`src/rtl/regfile_ctrl_pkg.sv`:
```
// Shared types and defaults for the register-file access controller.
package regfile_ctrl_pkg;

    typedef enum logic [0:0] {
        IDLE  = 1'b0,
        CLEAR = 1'b1
    } ctrl_state_t;

    localparam int unsigned RF_DATA_W   = 16;
    localparam int unsigned RF_ADDR_W   = 3;
    localparam int unsigned RF_NUM_REGS = 8;

    // Width of a requester index; never zero so a single requester still gets a 1-bit pointer.
    function automatic int unsigned ptr_w(input int unsigned n);
        return (n > 1) ? $clog2(n) : 1;
    endfunction

endpackage

```
`src/rtl/rr_arbiter.sv`:
```
// Combinational round-robin arbiter: search starts just after the last winner.
module rr_arbiter
    import regfile_ctrl_pkg::*;
#(
    parameter int unsigned NUM_REQ = 2
) (
    input  logic [NUM_REQ-1:0]          req_i,
    input  logic [ptr_w(NUM_REQ)-1:0]   last_i,
    input  logic                        en_i,
    output logic [NUM_REQ-1:0]          gnt_o
);

    localparam int unsigned PtrW = ptr_w(NUM_REQ);

    logic             found;
    logic [PtrW-1:0]  idx;

    // Walk last+1 .. last+NUM_REQ (wrapping) and grant the first valid requester.
    always_comb begin
        gnt_o = '0;
        found = 1'b0;
        idx   = '0;
        for (int unsigned k = 1; k <= NUM_REQ; k++) begin
            idx = PtrW'((32'(last_i) + k) % NUM_REQ);
            if (en_i && !found && req_i[idx]) begin
                gnt_o[idx] = 1'b1;
                found      = 1'b1;
            end
        end
    end

endmodule

```
`src/rtl/regfile_access_ctrl.sv`:
```
// Arbitrates requesters onto the register file's write/SR1 ports and sequences CLEAR.
module regfile_access_ctrl
    import regfile_ctrl_pkg::*;
#(
    parameter int unsigned NUM_REQ  = 2,
    parameter int unsigned DATA_W   = RF_DATA_W,
    parameter int unsigned ADDR_W   = RF_ADDR_W,
    parameter int unsigned NUM_REGS = RF_NUM_REGS
) (
    input  logic                       clk_i,
    input  logic                       rst_ni,
    input  logic [NUM_REQ-1:0]         req_valid_i,
    input  logic [NUM_REQ-1:0]         req_we_i,
    input  logic [NUM_REQ*ADDR_W-1:0]  req_addr_i,
    input  logic [NUM_REQ*DATA_W-1:0]  req_wdata_i,
    output logic [NUM_REQ-1:0]         req_ready_o,
    output logic [NUM_REQ-1:0]         rsp_valid_o,
    output logic [DATA_W-1:0]          rsp_rdata_o,
    input  logic                       clear_start_i,
    output logic                       busy_o,
    output logic                       rf_load_o,
    output logic [ADDR_W-1:0]          rf_dr_o,
    output logic [DATA_W-1:0]          rf_bus_o,
    output logic [ADDR_W-1:0]          rf_sr1_o,
    input  logic [DATA_W-1:0]          rf_sr1_data_i
);

    localparam int unsigned       PtrW     = ptr_w(NUM_REQ);
    localparam logic [PtrW-1:0]   LastInit = PtrW'(NUM_REQ - 1);
    localparam logic [ADDR_W-1:0] LastReg  = ADDR_W'(NUM_REGS - 1);

    ctrl_state_t          state_q;
    logic [ADDR_W-1:0]    cnt_q;
    logic [PtrW-1:0]      last_q;
    logic [NUM_REQ-1:0]   rsp_valid_q;
    logic [DATA_W-1:0]    rsp_rdata_q;

    logic                 arb_en;
    logic [NUM_REQ-1:0]   gnt;
    logic                 gnt_any;
    logic [PtrW-1:0]      gnt_idx;
    logic                 g_we;
    logic [ADDR_W-1:0]    g_addr;
    logic [DATA_W-1:0]    g_wdata;

    // clear_start beats any pending request; reset gating keeps ready low while held in reset.
    assign arb_en = rst_ni && (state_q == IDLE) && !clear_start_i;

    rr_arbiter #(
        .NUM_REQ (NUM_REQ)
    ) u_arb (
        .req_i  (req_valid_i),
        .last_i (last_q),
        .en_i   (arb_en),
        .gnt_o  (gnt)
    );

    assign gnt_any     = |gnt;
    assign req_ready_o = gnt;
    assign busy_o      = (state_q == CLEAR);
    assign rsp_valid_o = rsp_valid_q;
    assign rsp_rdata_o = rsp_rdata_q;

    // Select the granted requester's index and fields from the one-hot grant.
    always_comb begin
        gnt_idx = '0;
        g_we    = 1'b0;
        g_addr  = '0;
        g_wdata = '0;
        for (int unsigned i = 0; i < NUM_REQ; i++) begin
            if (gnt[i]) begin
                gnt_idx = PtrW'(i);
                g_we    = req_we_i[i];
                g_addr  = req_addr_i[i*ADDR_W +: ADDR_W];
                g_wdata = req_wdata_i[i*DATA_W +: DATA_W];
            end
        end
    end

    // Register-file port drive: CLEAR zero-fill, granted write, granted read, or all zero.
    always_comb begin
        rf_load_o = 1'b0;
        rf_dr_o   = '0;
        rf_bus_o  = '0;
        rf_sr1_o  = '0;
        if (state_q == CLEAR) begin
            rf_load_o = 1'b1;
            rf_dr_o   = cnt_q;
        end else if (gnt_any) begin
            if (g_we) begin
                rf_load_o = 1'b1;
                rf_dr_o   = g_addr;
                rf_bus_o  = g_wdata;
            end else begin
                rf_sr1_o  = g_addr;
            end
        end
    end

    // Control FSM, RR pointer, clear counter and registered read response.
    always_ff @(posedge clk_i or negedge rst_ni) begin
        if (!rst_ni) begin
            state_q     <= IDLE;
            cnt_q       <= '0;
            last_q      <= LastInit;
            rsp_valid_q <= '0;
            rsp_rdata_q <= '0;
        end else begin
            rsp_valid_q <= '0;
            unique case (state_q)
                IDLE: begin
                    if (clear_start_i) begin
                        state_q <= CLEAR;
                        cnt_q   <= '0;
                    end else if (gnt_any) begin
                        last_q <= gnt_idx;
                        if (!g_we) begin
                            rsp_valid_q <= gnt;
                            rsp_rdata_q <= rf_sr1_data_i;
                        end
                    end
                end
                CLEAR: begin
                    if (cnt_q == LastReg) begin
                        state_q <= IDLE;
                        cnt_q   <= '0;
                    end else begin
                        cnt_q <= cnt_q + 1'b1;
                    end
                end
                default: begin
                    state_q <= IDLE;
                    cnt_q   <= '0;
                end
            endcase
        end
    end

endmodule

```
`config.mk`:
```
export PLATFORM = sky130hd
export DESIGN_NAME = regfile_access_ctrl
export DESIGN_NICKNAME = d
export VERILOG_FILES = /design/src/rtl/regfile_ctrl_pkg.sv /design/src/rtl/rr_arbiter.sv /design/src/rtl/regfile_access_ctrl.sv
export SDC_FILE = /design/constraint.sdc
export NUM_CORES = 1
export LEC_CHECK = 0
export ABC_CLOCK_PERIOD_IN_PS = 2300
export CAP_MARGIN = 5
export CORE_AREA = 2 2 85 54
export DETAILED_ROUTE_END_ITERATION = 7
export DIE_AREA = 0 0 87 56
export GPL_TIMING_DRIVEN = 0
export PLACE_DENSITY_LB_ADDON = 0.25
export REMOVE_ABC_BUFFERS = 1
export SLEW_MARGIN = 10
export SYNTH_ARGS = -nofsm -noshare
export SYNTH_HDL_FRONTEND = slang
export SYNTH_SLANG_ARGS = --single-unit
```
`constraint.sdc`:
```
create_clock -name clk_i -period 2.3 [get_ports clk_i]
set_clock_uncertainty 0.05 [all_clocks]
set_input_delay 0.23 -clock clk_i [delete_from_list [all_inputs] [get_ports clk_i]]
set_output_delay 0.23 -clock clk_i [all_outputs]
set_load 0.005 [all_outputs]
```
==> impl_metrics.env <==
export IMPL_outcome="completed"
export IMPL_initial_utilization_pct=31.7
export IMPL_grt_use_met2_pct=27.6
export IMPL_root_buffer="clkbuf_8"
export IMPL_synth_warnings=0
export IMPL_cp_max_fo=5
export IMPL_worst_endpoint_arrival_ns=1.91
export IMPL_hpwlAfterDp_mm=2.95
export IMPL_r2r_start="last_q"
export IMPL_die_w_um=87
export IMPL_synth_ff_type="dfrtp_1"
export IMPL_layout_worst_path_cycle_share_pct=95.2
export IMPL_place_inst=265
export IMPL_drive_gt1_share_pct=27.4
export IMPL_numCtsBuffers=3
export IMPL_slowest_delay_ns=0.51
export IMPL_grt_overflow_total=0
export IMPL_p_total_mw=1.77
export IMPL_yosys_area_share_simple_pct=12.3
export IMPL_path_class="flip-flop to primary output"
export IMPL_seq_area_frac_synth_pct=45.2
export IMPL_placed_area_um2=2320
export IMPL_finalHoldViolCount=0
export IMPL_synth_top_area_share_pct=43.1
export IMPL_die_h_um=56
export IMPL_synth_top_family_by_area="compound AO/OA/AOI/OAI gates"
export IMPL_portBuffers=104
export IMPL_finalCriticalPeriod_ns=2.19
export IMPL_grt_met1_usage_pct=25.5
export IMPL_rows=18
export IMPL_end_kind="primary output"
export IMPL_whs_ns=0.375
export IMPL_routed_via_count=1289
export IMPL_grt_met3_usage_pct=4.15
export IMPL_synth_compound_area_share_pct=17.0
export IMPL_crit_path_end="req_ready_o[0]"
export IMPL_dr_pass1_iters=4
export IMPL_fin_util_pct=60.3
export IMPL_die_area_um2=4870
export IMPL_wl_per_cell_um=15.0
export IMPL_max_slew_margin_pct=35.2
export IMPL_routed_wirelength_mm=4.26
export IMPL_cap_violations=0
export IMPL_grt_setup_unrepaired="false"
export IMPL_drc=0
export IMPL_worst_r2r_setup_slack_ns=0.34
export IMPL_yosysTopAreaCell="dfrtp_1"
export IMPL_cts_tree="yes"
export IMPL_setup_worst_path_start="busy_o"
export IMPL_nNetsFinal=298
export IMPL_synth_edff_count=0
export IMPL_synthAdderAreaFrac_pct=1.96
export IMPL_fmax_mhz=457
export IMPL_antenna_found_initial=0
export IMPL_grt_busiest_layer="met2"
export IMPL_syn_to_final_growth_pct=90.2
export IMPL_cp_num_buf_inv=3
export IMPL_crit_slowest_cell="clkdlybuf4s50_1"
export IMPL_design_core_area_um2=4030
export IMPL_r2r_end="rsp_rdata_o[2]"
export IMPL_numClockSinks=23
export IMPL_synth_seq_cells=23
export IMPL_fill_cells=343
export IMPL_grt_total_usage_pct=17.5
export IMPL_p_leak_nw=1.05
export IMPL_hold_class="input pin to flip-flop"
export IMPL_drtIter0Drc=48
export IMPL_p_per_area_nw_per_um2=728
export IMPL_ios=105
export IMPL_max_clock_path_buffers=2
export IMPL_crit_path_start_kind="flip-flop"
export IMPL_synthTopCellsByArea="dfrtp_1, a22oi_1, mux2_4"
export IMPL_setup_viol=0
export IMPL_final_area_um2=2430
export IMPL_finalMaxSlewViolations=0
export IMPL_path_cells="nor3b_4 -> nand3_2 -> buf_4 -> clkinvlp_4 -> clkdlybuf4s50_1"
export IMPL_place_gp_congestion=0.726
export IMPL_worst_slew_pin_slew_ns=0.969
export IMPL_clkLatencyLatePin_ns=0.26
export IMPL_stdcell_count=284
export IMPL_route_antenna_remaining_nets=0
export IMPL_synthMuxAreaShare_pct=16.9
export IMPL_syn_area_um2=1280
export IMPL_n_antenna_cell=0
export IMPL_syn_avg_cell_area_um2=10.7
export IMPL_reg2reg_depth=6
export IMPL_max_vdd_ir_drop_uv=675
export IMPL_ys_types=24
export IMPL_async_flop_share_pct=100
export IMPL_ys_top_cells_by_count="dfrtp_1, nor2_1, a22oi_1"
export IMPL_h_tree_depth=1
export IMPL_via_per_inst=4.54
export IMPL_synth_cells=119
export IMPL_grt_max_degree=23
export IMPL_synthXorXnorAreaFrac_pct=0
export IMPL_path_depth=5
export IMPL_cp_data_required_time_ns=2.02
export IMPL_grt_pass1_vias=1289
export IMPL_clk_pin_slew_worst_paths_ns=0.08
export IMPL_grt_first_pass_wirelength_mm=6.74
export IMPL_crit_family="buffers and inverters"
[layout make-up]
cell class	count	area, um2	area share (%)
multi-input combinational	84	649	26.7
clock buffer	3	41.3	1.70
timing repair buffer	118	1060	43.8
timing repair inverter	2	12.5	0.515
inverter	3	15.0	0.618
clock inverter	1	7.51	0.309
tap	50	62.6	2.57
sequential	23	578	23.8
[worst min path at each step]
| stage | start | endpoint | slack (ns) | cells past startpoint |
|---|---|---|---|---|
| floorplan | rst_ni | busy_o | -0.12 | 0 |
| global placement | rsp_rdata_o[0] | rsp_rdata_o[0] | 0.44 | 1 |
| detailed placement | rsp_rdata_o[12] | rsp_rdata_o[12] | 0.44 | 1 |
| CTS | clear_start_i | cnt_q[1] | 0.38 | 2 |
| global route | clear_start_i | cnt_q[1] | 0.40 | 2 |
| finish | clear_start_i | cnt_q[1] | 0.38 | 2 |
[sequential cells by signal (all words and copies together), names as in the netlist]
signal,count
busy_o,1
last_q,1
cnt_q,3
rsp_rdata_o,16
rsp_valid_o,2
[layout by cell type (no fill, tap or decap), types with 2 or more instances in the layout]
cell	netlist	final
clkinvlp_4	0	3
nand2b_1	3	3
mux2_2	9	9
nor2_2	0	2
nor2_1	22	20
dlygate4sd3_1	0	2
ha_1	2	2
clkbuf_2	0	19
inv_1	3	2
and3_4	0	2
buf_4	1	11
o21ai_1	0	2
clkbuf_8	0	3
clkdlybuf4s50_1	0	79
dlygate4sd2_1	0	5
a22oi_1	20	20
nand2_1	7	7
o21ai_0	5	3
mux2_4	7	7
dfrtp_1	22	21
[power breakdown]
group	internal [mW]	total (mW)	switching [mW]
sequential	0.574	0.672	0.0985
clock	0.122	0.252	0.130
combinational	0.570	0.845	0.276
[cell families (layout without fill, tap and decap cells)]
logic type,count (synthesis),count (layout)
AND/OR/NAND/NOR,36,37
buffers and inverters,13,127
AO/OA/AOI/OAI,28,28
multiplexers,17,17
adder cells (fa/ha/maj),2,2
flip-flops,23,23
[worst register-to-register path: cells and delay by family, from the launching register on]
kind / cells / cell delay, ns
compound gates: 1 / 0.19
flops: 1 / 0.55
buf+inv: 2 / 0.43
simple gates: 2 / 0.26
mux: 1 / 0.38
[routing by layer]
metal	up-vias	share of wire (%)	wire (um)
li1	655	-	-
met1	603	50	2110
met2	29	46	1950
met3	2	4.1	175
met4	0	0.49	21
met5	-	0	0
[per-stage QoR]
| stage | setup slack (ns) | TNS [ns] |
|---|---|---|
| after global placement | -2.35 | -73.07 |
| after CTS | 0.0244 | 0 |
| after global routing | 0.00463 | 0 |
| after detailed placement | -1.92 | -63.59 |
| after floorplan | -0.148 | -0.953 |
| final | 0.110 | 0 |
[timing repair]
| item | in CTS | in global routing |
|---|---|---|
| setup buffers | 9 | 1 |
| hold buffers | 2 | 0 |
| gates cloned | 2 | 1 |
| gates resized for setup | 38 | 43 |
| pin swaps | 4 | 2 |
| hold endpoints to repair | 22 | 0 |
| setup endpoints to repair | 43 | 21 |
Power figures use the tool's default switching activity.
